===== config.mk =====
export PLATFORM = sky130hd
export DESIGN_NAME = mem_port_arbiter
export DESIGN_NICKNAME = d
export VERILOG_FILES = /design/src/rtl/mem_port_arbiter.sv
export SDC_FILE = /design/constraint.sdc
export NUM_CORES = 1
export LEC_CHECK = 0
export ABC_AREA = 0
export ABC_CLOCK_PERIOD_IN_PS = 2100
export BUFFER_PORTS_ARGS = -buffer_cell sky130_fd_sc_hd__clkbuf_2
export CAP_MARGIN = 20
export CORE_MARGIN = 2
export CORE_UTILIZATION = 35
export DETAILED_ROUTE_END_ITERATION = 6
export PLACE_DENSITY = 0.68
export SYNTH_ARGS = -nofsm -noshare
export SYNTH_HDL_FRONTEND = slang
export SYNTH_SLANG_ARGS = --single-unit

===== constraint.sdc =====
create_clock -name clk -period 2.1 [get_ports clk]
set_input_delay 0.21 -clock clk [delete_from_list [all_inputs] [get_ports clk]]
set_output_delay 0.21 -clock clk [all_outputs]
set_load 0.005 [all_outputs]

===== src/rtl/mem_port_arbiter.sv =====
// Arbitrates the shared data-memory port between instruction fetch (IF) and load/store (LS).
// LS wins ties; a saturating starvation counter forces an IF grant after STARVE_LIMIT LS wins.
module mem_port_arbiter #(
   parameter int ADDR_W       = 32,
   parameter int DATA_W       = 32,
   parameter int READ_LAT     = 1,
   parameter int STARVE_LIMIT = 4,
   localparam int LAT_W       = (READ_LAT < 1) ? 1 : $clog2(READ_LAT + 1),
   localparam int SC_W        = (STARVE_LIMIT < 1) ? 1 : $clog2(STARVE_LIMIT + 1)
) (
   input  logic              clk,
   input  logic              rst,
   input  logic              if_req,
   input  logic [ADDR_W-1:0] if_addr,
   output logic [DATA_W-1:0] if_rdata,
   output logic              if_ready,
   input  logic              ls_req,
   input  logic              ls_we,
   input  logic [ADDR_W-1:0] ls_addr,
   input  logic [DATA_W-1:0] ls_wdata,
   input  logic [1:0]        ls_dw,
   output logic [DATA_W-1:0] ls_rdata,
   output logic              ls_ready,
   output logic              mem_en,
   output logic              mem_rw,
   output logic [ADDR_W-1:0] mem_addr,
   output logic [DATA_W-1:0] mem_wdata,
   output logic [1:0]        mem_dw,
   input  logic [DATA_W-1:0] mem_rdata,
   output logic [1:0]        state_dbg,
   output logic [SC_W-1:0]   starve_dbg
);

   // Handshake: a requester raises req with stable command fields and holds it until its
   // ready pulses for one cycle; requests are sampled only in IDLE, so the latched command
   // is used even if req or fields change afterwards.

   localparam logic [1:0] DW_WORD = 2'b10;

   typedef enum logic [1:0] {
      IDLE  = 2'd0,
      ISSUE = 2'd1,
      WAIT  = 2'd2,
      RESP  = 2'd3
   } state_t;

   state_t           state;
   logic             owner_ls;
   logic [LAT_W-1:0] lat_cnt;
   logic [SC_W-1:0]  starve_cnt;
   logic             grant_if;

   always_comb begin
      grant_if = if_req && (!ls_req || (starve_cnt == SC_W'(STARVE_LIMIT)));
   end

   assign state_dbg  = state;
   assign starve_dbg = starve_cnt;

   always_ff @(posedge clk or negedge rst) begin
      if (!rst) begin
         state      <= IDLE;
         owner_ls   <= 1'b0;
         lat_cnt    <= '0;
         starve_cnt <= '0;
         if_rdata   <= '0;
         if_ready   <= 1'b0;
         ls_rdata   <= '0;
         ls_ready   <= 1'b0;
         mem_en     <= 1'b0;
         mem_rw     <= 1'b0;
         mem_addr   <= '0;
         mem_wdata  <= '0;
         mem_dw     <= '0;
      end else begin
         case (state)
            IDLE: begin
               if (if_req || ls_req) begin
                  if (grant_if) begin
                     owner_ls   <= 1'b0;
                     mem_rw     <= 1'b0;
                     mem_addr   <= if_addr;
                     mem_wdata  <= '0;
                     mem_dw     <= DW_WORD;
                     starve_cnt <= '0;
                  end else begin
                     owner_ls  <= 1'b1;
                     mem_rw    <= ls_we;
                     mem_addr  <= ls_addr;
                     mem_wdata <= ls_wdata;
                     mem_dw    <= ls_dw;
                     // Counts only LS wins that made a waiting IF lose.
                     if (!if_req) begin
                        starve_cnt <= '0;
                     end else if (starve_cnt != SC_W'(STARVE_LIMIT)) begin
                        starve_cnt <= starve_cnt + 1'b1;
                     end
                  end
                  mem_en <= 1'b1;
                  state  <= ISSUE;
               end
            end
            ISSUE: begin
               mem_en <= 1'b0;
               if (mem_rw) begin
                  if (owner_ls) ls_ready <= 1'b1;
                  else          if_ready <= 1'b1;
                  state <= RESP;
               end else begin
                  lat_cnt <= LAT_W'(1);
                  state   <= WAIT;
               end
            end
            WAIT: begin
               if (lat_cnt == LAT_W'(READ_LAT)) begin
                  if (owner_ls) begin
                     ls_rdata <= mem_rdata;
                     ls_ready <= 1'b1;
                  end else begin
                     if_rdata <= mem_rdata;
                     if_ready <= 1'b1;
                  end
                  state <= RESP;
               end else begin
                  lat_cnt <= lat_cnt + 1'b1;
               end
            end
            RESP: begin
               if_ready <= 1'b0;
               ls_ready <= 1'b0;
               state    <= IDLE;
            end
            default: state <= IDLE;
         endcase
      end
   end

endmodule


== Word level (Yosys, flattened, before mapping) ==
Cells that the tools add are included.

* Word-level logic and storage cells: 67
* Output and inout bits: 139
* Input port bits: 135
* Flip-flop bits (word level): 141

* Add/sub/neg operators: 2
* Multiplexer cells: 25
* Equality and inequality tests: 10
* Bitwise gates (word level): 1
* Reductions and logical operators: 16

{| class="wikitable"
|+ Operators with widths
! operator !! number
|-
| $mux 32 || 2
|-
| $mux 1 || 12
|-
| $reduce_and 3->1 || 4
|-
| $mux 3 || 3
|-
| $ne 2x2->1 const B || 4
|-
| $pmux 2 s4 || 1
|-
| $reduce_and 2->1 || 4
|-
| $mux 2 || 3
|-
| $pmux 1 s3 || 2
|-
| $eq 2x2->1 const B || 2
|-
| $pmux 1 s2 || 2
|-
| $reduce_bool 2->1 || 2
|-
| $add 3x1->3 const B || 1
|-
| $eq 3x3->1 const B || 1
|-
| $ne 3x1->1 const B || 1
|-
| $ne 3x3->1 const B || 1
|-
| $reduce_bool 3->1 || 1
|-
| $eq 2x1->1 const B || 1
|-
| $logic_not 2->1 || 1
|-
| $logic_or 1x1->1 || 2
|-
| $add 1x1->1 const B || 1
|-
| $logic_and 1x1->1 || 1
|-
| $logic_not 1->1 || 1
|-
| $not 1->1 || 1
|}

== Longest topological paths before layout ==
Gate-level depths: netlist of the first run.

* Word-level depth: 5
* Depth in mapped cells: 8
* Gate-level depth less buffers: 5

== Worst setup path before layout of the first run ==
Ideal clock, no wire load.

* Kind: reg-to-reg
* From: register starve_cnt[0] (netlist: starve_dbg[0])
* To: register mem_addr[0]
* Setup slack: 499 ps
* Stages on the path, launching flop included: 9
* Buffers on the path: 3
* Data required time: 2020 ps
* Arrival time: 1520 ps
* Library setup time: 80 ps
* Period minus slack after synthesis: 1601 ps
* Cell sequence: dfrtp_1 > inv_1 > ha_1 > a21bo_1 > buf_6 > and2_4 > buf_6 > buf_6 > o211ai_2

* Longest elaborated chain between the ends: 4

{| class="wikitable"
|+ Ends and longest elaborated chain
! item !! line !! text
|-
| start, declared || 50 || <nowiki>logic [SC_W-1:0] starve_cnt;</nowiki>
|-
| start signal, assigned || 96 || <nowiki>starve_cnt <= starve_cnt + 1'b1;</nowiki>
|-
| $eq 3x3->1 || 54 || <nowiki>grant_if = if_req && (!ls_req || (starve_cnt == SC_W'(STARVE_LIMIT)));</nowiki>
|-
| $logic_or 1x1->1 || 54 ||
|-
| $logic_and 1x1->1 || 54 ||
|-
| $mux 32 || 79 || <nowiki>if (grant_if) begin</nowiki>
|-
| end signal, assigned || 82 || <nowiki>mem_addr <= if_addr;</nowiki>
|-
| end signal, assigned || 89 || <nowiki>mem_addr <= ls_addr;</nowiki>
|-
| end, declared || 26 || <nowiki>output logic [ADDR_W-1:0] mem_addr,</nowiki>
|}

Every way passes these cells.
A chain may end at the register's enable or synchronous reset.

== Final worst setup path of the first run ==
* From: register starve_cnt[0] (netlist: starve_dbg[0])
* To: register mem_wdata[26]

* Longest elaborated chain between the ends: 4

{| class="wikitable"
|+ Ends and longest elaborated chain
! item !! line !! text
|-
| $eq 3x3->1 || 54 ||
|-
| $logic_or 1x1->1 || 54 ||
|-
| $logic_and 1x1->1 || 54 ||
|-
| $mux 32 || 79 ||
|-
| end signal, assigned || 90 || <nowiki>mem_wdata <= ls_wdata;</nowiki>
|-
| end, declared || 27 || <nowiki>output logic [DATA_W-1:0] mem_wdata,</nowiki>
|}

Every way passes these cells.

==> results, run 1 <==
- The run finished with clean final reports.
- The initial utilization of the core area, before any placement, comes to 35.31%.
- The die covers 18,340 sq um.
- In this run the deepest clock path goes through 2 buffers.
- TritonCTS built the clock tree.
- The number of H-tree branching levels is 4.
- The die span in y is between 100 and 150 microns.
- The worst-case IR drop observed on VDD is roughly 0.6 mV.
- Before antenna repair, the detailed router went through 5 iterations.
- In the final layout, the share of cells above drive strength 1 is 50.61%.
- The unique cell type count in the Yosys netlist is 35.
- The width of the die is around 140 microns.
- Counting cells, the worst reg-to-reg path comes to 5.
- The critical register-to-register path startpoint is starve_dbg[0].
- The cell row count is 48.
- CTS saw roughly 140 sinks.
- Power spread over the standard cell area amounts to about 1500 nW/um^2.
- In the global route stage, overall resource usage came out at 17.69%.
- The core region is 17,120 sq um.
- The commonest register cell after synthesis is sky130_fd_sc_hd__dfrtp_1.
- The path class of the tightest hold or removal check is input port to register.
- For this design the top-level I/O count stands at 274.
- The ratio of routed vias to standard cells is 4.824.
- For this run, asynchronously set or reset flops after synthesis account for 100.0%.
- The met1 routed wirelength after detailed routing is 6916 microns.
- The maximum fanout encountered on the critical timing path is 67.
- The number of instances in the synthesized netlist is ~530.
- In the final layout, flip-flops and latches occupy approximately 3500 sq um.
- The cell depth of the worst hold path is 3.
- Setup violations remaining at the end of the flow were counted as 0.
- The worst path in the final design needs a cycle of around 2.0 ns, including I/O delays and setup.
- After filler insertion, the fill cell instance count of the layout stands at about 1.6k.
- The post-synth net total is 667.
- The worst setup path is launched from a register.
- Setup repair after global routing could not meet its margin everywhere.
- The cell area that synthesis handed to floorplanning was 6045 sq um.
- Summed over its instances, the top area cell type makes up 58.37% of the synthesized netlist area.
- Summing all multi-input logic gate instances after layout gives 2300 sq um.
- CTS placed an instance of sky130_fd_sc_hd__clkbuf_16 at the clock tree root.
- The number of hold violations in the final report was 0.
- Max-cap violations in this run came to 0.
- The number of pins exceeding their max-slew limit in the final report is 0.
- The total detailed-routing wirelength is 16,010 microns.
- The cell leakage power is 4.160 nW.
- The via count of the first global-routing pass came to 4,985.
- TritonCTS created 17 clock buffers.
- In this run the mean area of a mapped cell was approximately 12 sq um.
- The routed length per instance is 15.39 microns.
- Timing would allow up to 508.9 MHz.
- Total power for the finished layout comes to about 13 mW.
- The required time reported for the critical path endpoint is 2.35 ns.
- The type of the worst setup path is register to register.
- Once detail routing completed, the nets flagged for antenna violations numbered 0.
- For this run the aggregate overflow at the end of global routing stands at 0.
- The final critical-path share of the clock period is between 90% and 100%.
- Once routing completed, OpenROAD measured the worst setup slack at 0.1351 ns.
- The share of the yosys chip area belonging to registers is 58.37%.
- The met2 layer wire length in the routed design is 7494 microns.
- The number of antenna violations at the first check in global routing was 1.
- The clock-pin slew reported for the worst setup and hold paths after clock tree synthesis is 0.06 ns.
- The count of yosys warnings during synthesis is 0.
- The placed wire-length estimate after detailed placement is 11,120 microns.
- In this run the tightest slew margin relative to its limit is 43.13%.
- For flop-to-flop paths, the worst setup slack is 0.14 ns.
- Routability-driven placement finished with a final weighted congestion of 0.7723.
- Detailed routing placed a total of 1348 microns of wire on met3.
- In this run the top signal layer used is met4.
- The terminating pin of the worst hold path is mem_wdata[23].
- The origin of the worst min-delay path is ls_wdata[23].
- On the final layout, the worst clock skew is 0.006722 ns.
- The worst hold margin is about 0.017 ns.
- The number of DRC violations after detailed-routing iteration 0 is 200.
- The synthesized design contains 0 enable-type register cells.
- Summed over all instances, the cell type with the most area after synthesis is sky130_fd_sc_hd__dfrtp_1.
- Sorting the synthesized cells by area gives the leading types as sky130_fd_sc_hd__dfrtp_1, sky130_fd_sc_hd__mux2_2, sky130_fd_sc_hd__nand2_1.
- The worst register-to-register path ends at mem_wdata[26].
- The data arrival time of the critical path is around 2.2 ns.
- The routed layout has 5,017 vias.
- The largest net degree at the start of global routing is 68.
- The transition time of the tightest slew-check pin is approximately 0.85 ns.
- The worst-skew pair later-pin latency is 0.41 ns.
- From synthesis to final layout, the design area changed by 38.77%.
- The pre-CTS setup slack is roughly 0.1 ns.
- The number of synthesized register bits is 141.
- The worst setup path is captured at a register.
- In the routed design, unresolved DRC markers number 0.
- The first global-routing pass estimated 25,330 microns of wire.
- The net count of the finished layout is 943.
- The count of input and output buffers is 273.
## worst max-delay path by stage
stage / startpoint / endpoint / slack, ns / cells after the start
CTS: starve_dbg[0] / mem_wdata[29] / 0.09 / 5
finish: starve_dbg[0] / mem_wdata[26] / 0.14 / 5
floorplan: starve_dbg[0] / mem_addr[0] / 0.50 / 8
global route: starve_dbg[0] / mem_wdata[26] / -0.02 / 5
detailed placement: starve_dbg[0] / mem_wdata[29] / 0.1 / 5
global placement: starve_dbg[0] / mem_wdata[6] / 0.22 / 5
## stage by stage
step / util [%] / area [sq um] / setup TNS, ns / instances
floorplan: - / 6045 / 0 / 525
global route: 49.01 / 8388 / -0.1080 / 1040
global placement: 44.83 / 7674 / 0 / 996
finish: 49.01 / 8388 / 0 / 1040
detailed placement: 44.83 / 7674 / 0 / 996
CTS: 48.99 / 8386 / 0 / 1039
## layer usage
metal  vias to the layer above  track usage (%)
met5                         -                0
met4                         0            6.134
met3                        18            6.061
met2                       203            28.45
met1                      2413            22.33
li1                       2383                -
## cells in the final DEF (no fill, tap or decap), types with 2 or more instances in the layout
master and n:
sky130_fd_sc_hd__a2bb2oi_1 2, sky130_fd_sc_hd__clkinv_4 2, sky130_fd_sc_hd__clkbuf_8 3, sky130_fd_sc_hd__clkbuf_16 17, sky130_fd_sc_hd__a21oi_1 3, sky130_fd_sc_hd__clkbuf_2 272, sky130_fd_sc_hd__o21ai_0 30, sky130_fd_sc_hd__o211ai_1 7
sky130_fd_sc_hd__buf_12 6, sky130_fd_sc_hd__inv_6 2, sky130_fd_sc_hd__dfrtp_1 141, sky130_fd_sc_hd__o211ai_2 25, sky130_fd_sc_hd__clkinvlp_4 4, sky130_fd_sc_hd__o21ai_1 10, sky130_fd_sc_hd__buf_4 7, sky130_fd_sc_hd__inv_1 5
sky130_fd_sc_hd__clkinv_2 2, sky130_fd_sc_hd__nor2_1 3, sky130_fd_sc_hd__mux2_2 65, sky130_fd_sc_hd__bufinv_16 2, sky130_fd_sc_hd__nand2_1 136, sky130_fd_sc_hd__dlygate4sd3_1 11, sky130_fd_sc_hd__nand4_1 32, sky130_fd_sc_hd__ha_1 7
sky130_fd_sc_hd__nor2b_1 2
## logic make-up after synthesis
group,share of synthesized area [%]
and+or+nand+nor,13.23
DFF,58.37
muxes,12.11
adders and majority gates,1.449
buffers and inverters,3.871
AOI/OAI and AO/OA,10.97
## registers in the layout (all words and copies together), names as in the netlist, 2 cells and up
register    count
if_rdata       32
ls_rdata       32
mem_addr       32
mem_wdata      32
starve_dbg      3
mem_dw          2
state_dbg       2
## critical path, cell delays in order, from the launching register on
cell and delay (ns):
sky130_fd_sc_hd__dfrtp_1 0.42, sky130_fd_sc_hd__inv_1 0.08, sky130_fd_sc_hd__ha_1 0.20, sky130_fd_sc_hd__a21bo_1 0.14, sky130_fd_sc_hd__and2_4 0.70, sky130_fd_sc_hd__o21ai_0 0.22
## power breakdown
| part | leakage (nW) | internal, mW | switching, mW | total (mW) |
|---|---|---|---|---|
| combinational | 2.17 | 2.49 | 2.37 | 4.86 |
| sequential | 1.70 | 4.05 | 0.723 | 4.77 |
| clock | 0.285 | 1.85 | 1.18 | 3.03 |
## synth_stat cells (3+ instances only)
library cell and instances:
sky130_fd_sc_hd__inv_1 5, sky130_fd_sc_hd__a21oi_1 3, sky130_fd_sc_hd__ha_1 7, sky130_fd_sc_hd__o211ai_2 25, sky130_fd_sc_hd__o21ai_1 5, sky130_fd_sc_hd__nor2_1 3, sky130_fd_sc_hd__o211ai_1 7, sky130_fd_sc_hd__clkbuf_1 16
sky130_fd_sc_hd__mux2_2 65, sky130_fd_sc_hd__nand2_1 136, sky130_fd_sc_hd__o21ai_0 36, sky130_fd_sc_hd__buf_6 5, sky130_fd_sc_hd__nand4_1 32, sky130_fd_sc_hd__dfrtp_1 141, sky130_fd_sc_hd__buf_2 16
## repair_timing
item | in CTS | in global routing
buffers inserted | 0 | 0
hold buffers | 11 | 0
endpoints found under the hold margin | 42 | 0
setup endpoints to repair | 0 | 13
gates resized for setup | 0 | 5
## cell type report
cell class	count	share of cell area, %
well taps	225	3.356
clock inverters	12	1.611
clock buffers	20	5.564
flip-flops and latches	141	42.06
diodes	1	0.02983
inverters	5	0.2237
repair buffers	297	19.73
multi-input cells	339	27.42
Note: power is estimated with default switching activity, not from simulation.
==> run 2, diff against run 1 <==
--- a/config.mk
+++ b/config.mk
@@ -9,7 +9,7 @@
 export ABC_CLOCK_PERIOD_IN_PS = 2100
 export BUFFER_PORTS_ARGS = -buffer_cell sky130_fd_sc_hd__clkbuf_2
 export CAP_MARGIN = 20
-export CORE_MARGIN = 2
+export CORE_MARGIN = 10
 export CORE_UTILIZATION = 35
 export DETAILED_ROUTE_END_ITERATION = 6
 export PLACE_DENSITY = 0.68
==> run 2 against run 1 <==
Hold slack improved by 0.00068 ns. Clock skew fell by 0.0013 ns. Maximum frequency is 5.0% higher. Die area grew 25%. Worst setup slack gained 0.093 ns. Clock-buffer cell count down 3. First-iteration DRC count decreased by 12%. Register-to-register slack improved by 0.09 ns. Sequential power about the same. Cell count down 0.67%. Critical endpoint is now mem_en. Largest cell class unchanged.
==> results, run 2 (same netlist as run 1, synthesis figures left out) <==
- The run finished with clean final reports.
- The worst hold margin is 0.01812 ns (+0.0006849 ns).
- The CTS tree is done.
- The total detailed-routing wirelength is 18,500 microns (+16%).
- The clock share of power is 24.5% (+0.6 points).
- The share of total power in combinational logic came to 38.3% (about the same).
- The count of endpoints failing setup in the final report came to 0 (unchanged).
- The number of cells in the design after placement is 993 (-0.30%).
- The tightest slew margin relative to the limit came to 68.70% (+26 points).
- The root buffer cell chosen for the clock tree is sky130_fd_sc_hd__clkbuf_16.
- The worst-skew pair later-pin latency was 0.41 ns (about the same).
- The number of buffers inserted during clock tree synthesis was 17 (unchanged).
- The final design utilization came to 50.12% (+1.1 points).
- The worst setup path is of the register to register kind.
- The library cells used most frequently in the layout, excluding fill and tap cells, are sky130_fd_sc_hd__clkbuf_2, sky130_fd_sc_hd__dfrtp_1, sky130_fd_sc_hd__nand2_1.
- The proportion of total power due to net switching came to 34.16% (+0.40 points).
- The area enclosed by the die boundary is 22,930 sq um (+25%).
- The post-route non-filler standard cell count is 1,033 (-0.67%).
- The largest voltage drop on the vdd net came to 0.6418 mV (+5.1%).
- The data arrival time of the critical path is 2.14 ns (-0.07 ns).
- The post-CTS setup buffer count is 0 (unchanged).
- The min-delay analysis places its worst path in the category input port to register.
- The finished layout cell area is 8399 sq um (+0.13%).
- The kind of end point of the critical path is a register.
- The final worst clock skew was 0.005463 ns (-0.001259 ns).
- The pre-CTS setup slack is 0.2093 ns (+0.1118 ns).
- The cell leakage power is 4.176 nW (+0.38%).
- The total power consumption of the routed design came to 12.92 mW (+2.0%).
- The number of antenna violations at the first check in global routing is 0 (-1).
- STA classifies the critical path startpoint as a register.
- The largest net degree at the start of global routing was 54 (-21%).
- The total placed instance area is 7690 sq um (+0.21%).
- The die span in y is 151.4 microns (+12%).
- The final critical-path share of the clock period is 89.15% (-4.4 points).
- The post-route DRC violation count came to 0 (unchanged).
- The clock-pin slew reported for the worst setup and hold paths after clock tree synthesis is 0.06 ns (about the same).
- The cell row count was 47 (-2.1%).
- The maximum fanout encountered on the critical timing path is 41 (-39%).
- The fraction of layout cells with a size suffix above 1 is 50.68% (+0.062 points).
- The placed wire-length estimate after detailed placement was 13,690 microns (+23%).
- The first-pass GRT wire length came to 28,560 microns (+13%).
- The filler cell count in the final layout is 1,574 (-3.3%).
- The ratio of total power to cell area is 1538 nW/um^2 (+1.9%).
- The final setup TNS is 0 ns (unchanged).
- The number of top-level pins was 274 (unchanged).
- The number of pins exceeding their max-slew limit in the final report was 0 (unchanged).
- The number of hold violations in the final report was 0 (unchanged).
- The number of nets in the layout is 943 (unchanged).
- The required time reported for the critical path endpoint was 2.37 ns (+0.02 ns).
- The maximum count of clock buffers along a single path is 2 (unchanged).
- The detailed-route via count is 5,018 (+0.020%).
- The post-cts repair resize count is 0 (unchanged).
- Setup repair after global routing left no endpoint under its margin.
- The width of the die was 151.4 microns (+12%).
- The net switching component of the power is 4.414 mW (+3.2%).
- The peak clock frequency supported by timing is 534.1 MHz (+5.0%).
- The initial cell density of the core is 36.07% (+0.75 points).
- The max-capacitance violation count is 0 (unchanged).
- The sequential cell fraction of total power came to 37.2% (-0.5 points).
- The count of input and output buffers is 273 (unchanged).
- The routability congestion estimate is 0.7688 (-0.45%).
- The cell-internal power was 8.508 mW (+1.4%).
- The via count of the first global-routing pass is 5,267 (+5.7%).
- The routed length per instance came to 17.91 microns (+16%).
- The number of H-tree branching levels is 4 (unchanged).
- The transition time of the tightest slew-check pin is 0.4695 ns (-0.3836 ns).
- The aggregate global-route resource usage was 15.81% (-1.9 points).
- The number of search-and-repair iterations in the first detailed-routing pass was 4 (-1).
- The final global-route overflow total was 0 (unchanged).
- The clock period minus final worst setup slack is 1.872 ns (-0.09268 ns).
- Compared with the post-synthesis result, the final layout area differs by 38.96%.
- The area inside the core boundary came to 16,760 sq um (-2.1%).
- The number of DRC violations after detailed-routing iteration 0 is 176 (-12%).
- The most common library cell in the layout ignoring fill and taps is sky130_fd_sc_hd__clkbuf_2.
- The post-route antenna net violation count came to 0 (unchanged).
- The ratio of routed vias to standard cells is 4.858 (+0.70%).
- The final setup slack of the worst path is 0.2278 ns (+0.09268 ns).
- The number of inserted diodes is 0 (-1).
- The number of sinks handled by clock tree synthesis is 141 (unchanged).
==> run 2: final timing paths <==
kind                                from       endpoint  slack, ns  cells after the start
min reg2reg                mem_wdata[28]  mem_wdata[28]       0.48                      2
max                         state_dbg[1]         mem_en       0.23                      5
max reg2reg                 state_dbg[1]         mem_en       0.23                      5
min                         ls_wdata[24]  mem_wdata[24]       0.02                      3
min in group asynchronous            rst    if_rdata[3]       0.31                      2
max in group asynchronous            rst   mem_addr[24]       1.14                      3
==> run 2: final cells by class <==
type | instances | area, sq um | area share [%]
repair buffers | 297 | 1663 | 19.80
flip-flops and latches | 141 | 3528 | 42.01
well taps | 220 | 275.3 | 3.277
clock buffers | 17 | 425.4 | 5.065
inverters | 5 | 18.77 | 0.2234
clock inverters | 14 | 193.9 | 2.309
multi-input cells | 339 | 2295 | 27.32
==> run 2: what timing repair did <==
action	CTS	global route
hold buffers	8	1
hold endpoints to repair	52	1
endpoints found under the setup margin	0	0
==> run 2: critical path, cell delays in order (launching register included) <==
cell	delay, ns
sky130_fd_sc_hd__dfrtp_1	0.43
sky130_fd_sc_hd__inv_1	0.11
sky130_fd_sc_hd__ha_1	0.30
sky130_fd_sc_hd__o21ai_4	0.22
sky130_fd_sc_hd__buf_4	0.50
sky130_fd_sc_hd__o21ai_0	0.15
==> run 2: power groups by stage <==
| stage | logic, mW | clock network [mW] | registers (mW) |
|---|---|---|---|
| floorplan | 2.60 | 0 | 4.85 |
| global placement | 4.96 | 0 | 4.80 |
| detailed placement | 5.09 | 0 | 4.83 |
| CTS | 5.10 | 3.25 | 4.81 |
| global route | 5.51 | 3.38 | 4.98 |
| finish | 4.95 | 3.17 | 4.80 |
==> run 2: layer usage <==
layer,up-vias,track usage [%],wire length (microns)
li1,2385,-,-
met1,2398,18.95,7432
met2,208,24.96,8712
met3,27,6.295,1950
met4,0,6.160,404
met5,-,0,0
